File: config.mk
export PLATFORM = sky130hd
export DESIGN_NAME = bus_endpoint_flat
export DESIGN_NICKNAME = d
export VERILOG_FILES = /design/src/rtl/bus_ep_pkg.sv /design/src/rtl/bus_ep_if.sv /design/src/rtl/bus_ep_fifo.sv /design/src/rtl/bus_endpoint.sv /design/src/flat_wrapper.sv
export SDC_FILE = /design/constraint.sdc
export NUM_CORES = 1
export LEC_CHECK = 0
export CAP_MARGIN = 20
export CORE_MARGIN = 8
export CORE_UTILIZATION = 38
export CTS_BUF_LIST = sky130_fd_sc_hd__clkbuf_4
export CTS_CLUSTER_SIZE = 28
export DETAILED_ROUTE_END_ITERATION = 10
export PLACE_DENSITY = 0.6
export SLEW_MARGIN = 5
export SYNTH_ARGS = -nofsm -noshare
export SYNTH_HDL_FRONTEND = slang
export SYNTH_SLANG_ARGS = --single-unit
File: constraint.sdc
create_clock -name clk -period 5.8 [get_ports clk]
set_input_delay 0.87 -clock clk [delete_from_list [all_inputs] [get_ports clk]]
set_output_delay 0.87 -clock clk [all_outputs]
set_load 0.1 [all_outputs]
File: src/rtl/bus_ep_pkg.sv
// Shared constants and helpers for the bus endpoint: destination field
// geometry, broadcast default, statistics counter width and saturation.
package bus_ep_pkg;

  localparam int unsigned DEST_W       = 8;
  localparam int unsigned DEST_MSB_OFS = 0;
  localparam logic [DEST_W-1:0] BCAST_DEFAULT = 8'hFF;
  localparam int unsigned CNT_W        = 8;

  // Adds 0..3 to a statistics counter, sticking at all-ones.
  function automatic logic [CNT_W-1:0] sat_add(input logic [CNT_W-1:0] a,
                                               input logic [1:0]       inc);
    logic [CNT_W:0] s;
    s = {1'b0, a} + {{(CNT_W-1){1'b0}}, inc};
    return (s[CNT_W] == 1'b1) ? '1 : s[CNT_W-1:0];
  endfunction

endpackage

File: src/rtl/bus_ep_if.sv
// Bus-side handshake of the endpoint: TX request/pop toward the bus and
// RX push from the bus. master = bus fabric, slave = endpoint.
interface bus_ep_if #(
  parameter int unsigned pckg_sz = 16
) ();

  logic               pndng;
  logic [pckg_sz-1:0] D_pop;
  logic               pop;
  logic               push;
  logic [pckg_sz-1:0] D_push;

  modport master (input pndng, D_pop, output pop, push, D_push);
  modport slave  (output pndng, D_pop, input pop, push, D_push);

endinterface

File: src/rtl/bus_ep_fifo.sv
// First-word fall-through FIFO with full/empty flags; a write while full is
// accepted only when a read retires the head in the same cycle.
module bus_ep_fifo #(
  parameter int unsigned width = 16,
  parameter int unsigned depth = 16
) (
  input  logic             clk,
  input  logic             reset,
  input  logic             wr,
  input  logic [width-1:0] wr_data,
  input  logic             rd,
  output logic [width-1:0] rd_data,
  output logic             full,
  output logic             empty,
  output logic             drop
);

  localparam int unsigned AW = $clog2(depth);
  localparam int unsigned CW = AW + 1;

  logic [AW-1:0]    wr_ptr_q, wr_ptr_d;
  logic [AW-1:0]    rd_ptr_q, rd_ptr_d;
  logic [CW-1:0]    count_q, count_d;
  logic [width-1:0] mem_q [depth];
  logic             rd_en, wr_en;

  assign full    = (count_q == CW'(depth));
  assign empty   = (count_q == '0);
  assign rd_en   = rd && !empty;
  assign wr_en   = wr && (!full || rd_en);
  assign drop    = wr && !wr_en;
  assign rd_data = mem_q[rd_ptr_q];

  always_comb begin
    wr_ptr_d = wr_ptr_q;
    rd_ptr_d = rd_ptr_q;
    count_d  = count_q;
    if (wr_en) wr_ptr_d = wr_ptr_q + 1'b1;
    if (rd_en) rd_ptr_d = rd_ptr_q + 1'b1;
    case ({wr_en, rd_en})
      2'b10:   count_d = count_q + 1'b1;
      2'b01:   count_d = count_q - 1'b1;
      default: count_d = count_q;
    endcase
  end

  always_ff @(posedge clk) begin
    if (reset) begin
      wr_ptr_q <= '0;
      rd_ptr_q <= '0;
      count_q  <= '0;
    end else begin
      wr_ptr_q <= wr_ptr_d;
      rd_ptr_q <= rd_ptr_d;
      count_q  <= count_d;
    end
  end

  // When full, the tail slot is the head slot; the head is consumed this same
  // cycle, so overwriting it on a simultaneous read+write is safe.
  always_ff @(posedge clk) begin
    if (wr_en && !reset) mem_q[wr_ptr_q] <= wr_data;
  end

endmodule

File: src/rtl/bus_endpoint.sv
// Bus endpoint: host TX FIFO toward the bus, RX FIFO from the bus, overflow
// and filter statistics. Optional address filter: BUS_EP_ADDR_FILTER_EN.
module bus_endpoint
  import bus_ep_pkg::*;
#(
  parameter int unsigned       pckg_sz    = 16,
  parameter int unsigned       fifo_depth = 16,
  parameter logic [DEST_W-1:0] id         = '0,
  parameter logic [DEST_W-1:0] broadcast  = BCAST_DEFAULT
) (
  input  logic               clk,
  input  logic               reset,
  input  logic               tx_wr,
  input  logic [pckg_sz-1:0] tx_data,
  output logic               tx_full,
  input  logic               rx_rd,
  output logic [pckg_sz-1:0] rx_data,
  output logic               rx_empty,
  output logic [CNT_W-1:0]   ovf_cnt,
  output logic [CNT_W-1:0]   flt_cnt,
  bus_ep_if.slave            bus
);

  logic              tx_empty, tx_drop, rx_drop;
  logic              rx_accept, rx_wr, dest_match;
  logic [DEST_W-1:0] dest;
  logic [CNT_W-1:0]  ovf_q, ovf_d;

  bus_ep_fifo #(.width(pckg_sz), .depth(fifo_depth)) u_tx_fifo (
    .clk     (clk),
    .reset   (reset),
    .wr      (tx_wr),
    .wr_data (tx_data),
    .rd      (bus.pop),
    .rd_data (bus.D_pop),
    .full    (tx_full),
    .empty   (tx_empty),
    .drop    (tx_drop)
  );

  assign bus.pndng = !tx_empty;

  assign dest       = bus.D_push[pckg_sz-1-DEST_MSB_OFS -: DEST_W];
  assign dest_match = (dest == id) || (dest == broadcast);
  assign rx_wr      = bus.push && rx_accept;

  bus_ep_fifo #(.width(pckg_sz), .depth(fifo_depth)) u_rx_fifo (
    .clk     (clk),
    .reset   (reset),
    .wr      (rx_wr),
    .wr_data (bus.D_push),
    .rd      (rx_rd),
    .rd_data (rx_data),
    .full    (),
    .empty   (rx_empty),
    .drop    (rx_drop)
  );

  always_comb begin
    ovf_d = sat_add(ovf_q, {1'b0, tx_drop} + {1'b0, rx_drop});
  end

  always_ff @(posedge clk) begin
    if (reset) ovf_q <= '0;
    else       ovf_q <= ovf_d;
  end

  assign ovf_cnt = ovf_q;

`ifdef BUS_EP_ADDR_FILTER_EN
  logic [CNT_W-1:0] flt_q, flt_d;

  assign rx_accept = dest_match;

  always_comb begin
    flt_d = sat_add(flt_q, {1'b0, bus.push && !dest_match});
  end

  always_ff @(posedge clk) begin
    if (reset) flt_q <= '0;
    else       flt_q <= flt_d;
  end

  assign flt_cnt = flt_q;
`else
  logic unused_dest_match;

  assign rx_accept         = 1'b1;
  assign flt_cnt           = '0;
  assign unused_dest_match = dest_match;
`endif

endmodule

File: src/flat_wrapper.sv
// flat-port wrapper written by rule: the top's interface ports become plain ports
module bus_endpoint_flat import bus_ep_pkg::*;
#(
  parameter int unsigned       pckg_sz    = 16,
  parameter int unsigned       fifo_depth = 16,
  parameter logic [DEST_W-1:0] id         = '0,
  parameter logic [DEST_W-1:0] broadcast  = BCAST_DEFAULT
)
  (clk, reset, tx_wr, tx_data, tx_full, rx_rd, rx_data, rx_empty, ovf_cnt, flt_cnt, bus_pndng, bus_D_pop, bus_pop, bus_push, bus_D_push);
  bus_ep_if #(.pckg_sz(pckg_sz)) bus_i ();
  input  logic clk;
  input  logic reset;
  input  logic tx_wr;
  input  logic [pckg_sz-1:0] tx_data;
  output logic tx_full;
  input  logic rx_rd;
  output logic [pckg_sz-1:0] rx_data;
  output logic rx_empty;
  output logic [CNT_W-1:0] ovf_cnt;
  output logic [CNT_W-1:0] flt_cnt;
  output wire logic [$bits(bus_i.pndng)-1:0] bus_pndng;
  output wire logic [$bits(bus_i.D_pop)-1:0] bus_D_pop;
  input wire logic [$bits(bus_i.pop)-1:0] bus_pop;
  input wire logic [$bits(bus_i.push)-1:0] bus_push;
  input wire logic [$bits(bus_i.D_push)-1:0] bus_D_push;
  assign bus_pndng = bus_i.pndng;
  assign bus_D_pop = bus_i.D_pop;
  assign bus_i.pop = bus_pop;
  assign bus_i.push = bus_push;
  assign bus_i.D_push = bus_D_push;
  bus_endpoint #(.pckg_sz(pckg_sz), .fifo_depth(fifo_depth), .id(id), .broadcast(broadcast)) u_core (.clk(clk), .reset(reset), .tx_wr(tx_wr), .tx_data(tx_data), .tx_full(tx_full), .rx_rd(rx_rd), .rx_data(rx_data), .rx_empty(rx_empty), .ovf_cnt(ovf_cnt), .flt_cnt(flt_cnt), .bus(bus_i));
endmodule
---- Word level (Yosys, flattened, before mapping) ----
Memories as Yosys holds them, arrays and structs flattened. A register that Yosys moved wholly into a read port is not among the register bits.
Index checks and enable logic that the tools add are counted.
cells by class
  $add $sub $neg .......................... 10
  multiply operators ...................... 0
  divide/modulo/power cells ............... 0
  magnitude comparators ................... 0
  equal/unequal tests ..................... 6
  shift-type cells ........................ 0
  multiplexer cells ....................... 11
  bitwise logic cells ..................... 0
  reduce and logical (&&, ||, !) cells .... 21
operators with widths
  cell                   count
  $pmux W5 S2            2
  $add A4 B1 Y4 const B  4
  $mux W4                4
  $add A5 B1 Y5 const B  2
  $eq A5 B5 Y1 const B   2
  $logic_not A5 Y1       2
  $sub A5 B1 Y5 const B  2
  $add A8 B2 Y9          1
  $logic_and A1 B1 Y1    8
  $mux W8                1
  $logic_not A1 Y1       7
  $eq A2 B1 Y1 const B   2
  $eq A2 B2 Y1 const B   2
  $mux W1                4
  $reduce_bool A2 Y1     2
  $add A1 B1 Y2          1
  $logic_or A1 B1 Y1     2
word-level totals
  register bits ........................... 34
  bits in latches ......................... 0
  RAM bits ................................ 512
  memory bits (read-only) ................. 0
  input bits .............................. 38
  logic and storage cells ................. 57
  memories ................................ 2
memories
  memory                  words  width  rd ports  clocked after memory_dff  write ports  RTL line           source
  u_core.u_rx_fifo.mem_q  16     16     1         1                         1            bus_ep_fifo.sv:24  logic [width-1:0] mem_q [depth];
  u_core.u_tx_fifo.mem_q  16     16     1         1                         1            bus_ep_fifo.sv:24

---- Depth between registers and ports, before layout ----
  word-level depth ........................ 10
  depth in mapped cells ................... 11
  mapped depth without buffers ............ 10

---- Cells and area by module ----
A second synthesis with hierarchy kept.
unflattened totals
  cell total of the unflattened synthesis .. 1094
  area, all modules ....................... 21649.5 um2
modules (own cells, without submodules)
  module        instances  cells each  area an instance (um2)  sequential area each (um2)
  bus_ep_fifo   2          522         10601.4                 8027.7
  bus_endpoint  1          50          446.7                   160.2

---- Worst setup path before layout ----
OpenSTA, ideal clock, no wires.
  kind .................................... reg2out
  start ................................... reg u_core.u_rx_fifo.count_q[0]
  end ..................................... out rx_empty
  arrival ................................. 2.244 ns
  path slack .............................. 2.686 ns
  stages on the path, launching flop included .. 4
  buffers on the path ..................... 1
  path through ............................ dfxtp_1 -> or4_1 -> buf_2 -> nor2_1
between the ends
  longest elaborated chain between the ends .. 1
RTL lines
  item                      RTL line            source
  start: declaration        bus_ep_fifo.sv:23   logic [CW-1:0] count_q, count_d;
  start signal: assignment  bus_ep_fifo.sv:55   count_q <= count_d;
  $logic_not A5 Y1          bus_ep_fifo.sv:28   assign empty = (count_q == '0);
  end: declaration          flat_wrapper.sv:18  output logic rx_empty;
No other way between the ends.

==> flow_metrics.tcl <==
set metrics [dict create \
    status "finished clean" \
    synthArstFlopShare_pct 0 \
    crit_path_start_kind "flip-flop" \
    synth_top_family_by_area "multiplexers" \
    min_from "u_core.u_tx_fifo.count_q[2]$_SDFFE_PP0P_" \
    synth.top_cells.by_count "edfxtp_1, mux4_2, a22oi_1" \
    cts.path.max_buffers 3 \
    fp.dieH_um 253.7 \
    final-setup-viol-count 0 \
    arrival_ns 4.10 \
    die_area_mm2 0.06437 \
    synth_area_leader_cell "edfxtp_1" \
    synth.avg_cell_area_um2 20.01 \
    grt_overflow 0 \
    synth_edf_count 512 \
    first_iter_violations 942 \
    synthFlopType "edfxtp_1" \
    post-synth-top-count-cell "edfxtp_1" \
    synth_compound_gate_area_share_pct 3.718 \
    dp_hpwl_um 25840 \
    yosysSeqAreaShare_pct 75.52 \
    synth-seq-cells 554 \
    path_clk_slew_ns 0.06 \
    regToRegSetupSlack_ns 2.65 \
    grt_pass1_wl_um 70900 \
    rr_endpoint "u_core.u_rx_fifo.count_q[4]$_SDFFE_PP0P_" \
    route.final.wire_length_um 47750 \
    fp.coreArea_mm2 0.05617 \
    final_hold_viol_count 0 \
    post-route-period-util_pct 85.70 \
    synth_mux_area_share_pct 13.79 \
    post_drt_wl_per_cell_um 22.17 \
    routabilityCongestion 0.7389 \
    reg2reg_depth 10 \
    fin_crit_ns 4.971 \
    drive_above_1_share_pct 31.94 \
    max_freq_mhz 201.2 \
    synth-simple-area-share_pct 3.304 \
    worst_pin_slew_ns 1.067 \
    cap_violations 0 \
    syn_inst 1073 \
    die_w_um 253.7 \
    cts_resized 0 \
    antenna_found_initial 4 \
    rr_startpoint "u_core.u_rx_fifo.count_q[0]$_SDFFE_PP0P_" \
    leakage_uw 0.008248 \
    tritoncts "yes" \
    synth_cell_types 46 \
    dr.pass1.iters 5 \
    grt_max_degree 65 \
    max_slew_margin_pct 28.70 \
    cts_inserted_buffers 146 \
    whs_ns 0.5078 \
    critical_path_class "reg2out" \
    tns_ns 0 \
    synth_adder_area_share_pct 1.329 \
    fin_worst_skew_ns 0.04865 \
    required_ns 4.93 \
    end_kind "primary output" \
    crit_end "bus_D_pop[8]" \
    cts_root_buf "clkbuf_4" \
    clk_latency_ns 0.93 \
    ios 89 \
    synth_area_mm2 0.02147 \
    yosysTopAreaCellShare_pct 71.60 \
    postRouteAntennaNets 0 \
    power_density_mw_per_mm2 399.8 \
    rsz0062_at_grt "no" \
    grtUsageTotal_pct 15.01 \
    ctsHoldBuffers 0 \
    via_per_inst 5.130 \
    drcViolationCount 0 \
    grt_pass1_vias 11570 \
    portBuffers 80 \
    crit_fanout 39 \
    initial_utilization_pct 38.23 \
    num-nets-final 1352 \
    synth_xor_area_share_pct 0.7342 \
    vias 11050 \
    cts-htree-levels 4 \
    cts_setup_buffers 0 \
    synthToLayoutAreaGrowth_pct 17.92 \
    yosys_warnings 0 \
    synth.area.top_cells "edfxtp_1, mux4_2, dfxtp_1, a22oi_1, nor2_1" \
    drv_slew 0 \
    rows 87 \
    peakVddDrop_uv 246.9 \
    hp-class "reg2reg" \
    clkSinkCount 554 \
]
-- worst min path at each step --
stage / end / slack [ns] / cells after the start
floorplan: u_core.u_tx_fifo.count_q[2]$_SDFFE_PP0P_ / 0.47 / 2
global placement: u_core.u_tx_fifo.count_q[2]$_SDFFE_PP0P_ / 0.50 / 2
detailed placement: u_core.u_tx_fifo.count_q[2]$_SDFFE_PP0P_ / 0.50 / 2
CTS: u_core.u_tx_fifo.count_q[2]$_SDFFE_PP0P_ / 0.51 / 2
global route: u_core.u_tx_fifo.count_q[2]$_SDFFE_PP0P_ / 0.54 / 2
finish: u_core.u_tx_fifo.count_q[2]$_SDFFE_PP0P_ / 0.51 / 2
-- metrics by stage --
| stage | instances | instance area [um^2] | util [%] | power [uW] | worst slack (ns) |
|---|---|---|---|---|---|
| 2_1_floorplan | 1080 | 21500 | - | 6307 | 2.686 |
| 3_3_place_gp | 1901 | 23430 | 41.72 | 6799 | 1.708 |
| 3_5_place_dp | 1901 | 23430 | 41.72 | 6819 | 1.691 |
| 4_1_cts | 2146 | 25300 | 45.04 | 10280 | 0.6298 |
| 5_1_grt | 2153 | 25320 | 45.07 | 10590 | 0.5004 |
| 6_report | 2154 | 25320 | 45.08 | 10120 | 0.8292 |
-- cells by family (layout without fill, tap and decap cells) --
logic type	after synthesis	after routing
flops	554	554
xor+xnor	18	18
compound gates	109	109
simple gates	157	157
buf+inv	78	388
other cells	1	16
mux	135	135
fa+ha+maj	21	21
-- sequential cells by signal (all words and copies together) (netlist names), named ones only --
register / count
u_core.ovf_cnt: 8
u_core.u_tx_fifo.mem_q: 256
u_core.u_rx_fifo.rd_ptr_q: 4
u_core.u_tx_fifo.count_q: 5
u_core.u_tx_fifo.rd_ptr_q: 4
u_core.u_rx_fifo.count_q: 5
u_core.u_rx_fifo.wr_ptr_q: 4
u_core.u_rx_fifo.mem_q: 256
u_core.u_tx_fifo.wr_ptr_q: 4
-- worst max-delay path, cell delays in order (launching register included) --
cell and delay [ns]:
dfxtp_4 0.86, buf_4 0.43, mux4_2 0.55, a22oi_1 0.22
nand2_1 0.09, clkdlybuf4s50_1 0.99
-- where the power goes --
part | internal [uW] | leakage, uW | total [uW] | switching [uW]
registers | 4450 | 0.00496 | 4610 | 158
clock network | 1880 | 0.00109 | 3420 | 1540
logic | 761 | 0.00220 | 2090 | 1330
-- cell type report --
type                            count  area (um^2)
Antenna cell                        8        20.02
Timing Repair Buffer              125         1164
Multi-Input combinational cell    448         5031
Tap cell                          756        945.9
Fill cell                        4866        30850
Clock buffer                      210         1577
Sequential cell                   554        16230
Clock inverter                     35        290.3
Inverter                           18        67.56
-- metal layers --
layer	track usage (%)	vias to the layer above	wire length, um
met4	6.913	0	1045
met3	4.151	63	2735
met1	18.88	5758	20020
met5	0	-	0
met2	24.11	323	23940
li1	-	4905	-
-- cells in the final DEF (no fill, tap or decap), drive strengths merged, types with 3 or more instances in the layout --
master	n
xor2	12
nor3	6
a21o	3
and3	5
xnor2	6
o211ai	8
or4	3
nor2	61
a22oi	64
mux2	3
ha	18
conb	8
buf	45
mux4	128
edfxtp	512
nor2b	11
diode	8
o21ai	6
clkinv	23
dfxtp	42
fa	3
clkinvlp	4
clkdlybuf4s50	80
bufinv	5
a211oi	4
clkbuf	210
nand2b	8
a21oi	16
mux2i	4
nand2	47
inv	21
nand3	5
and2	4
No activity file was read; power rests on OpenSTA's default activity.
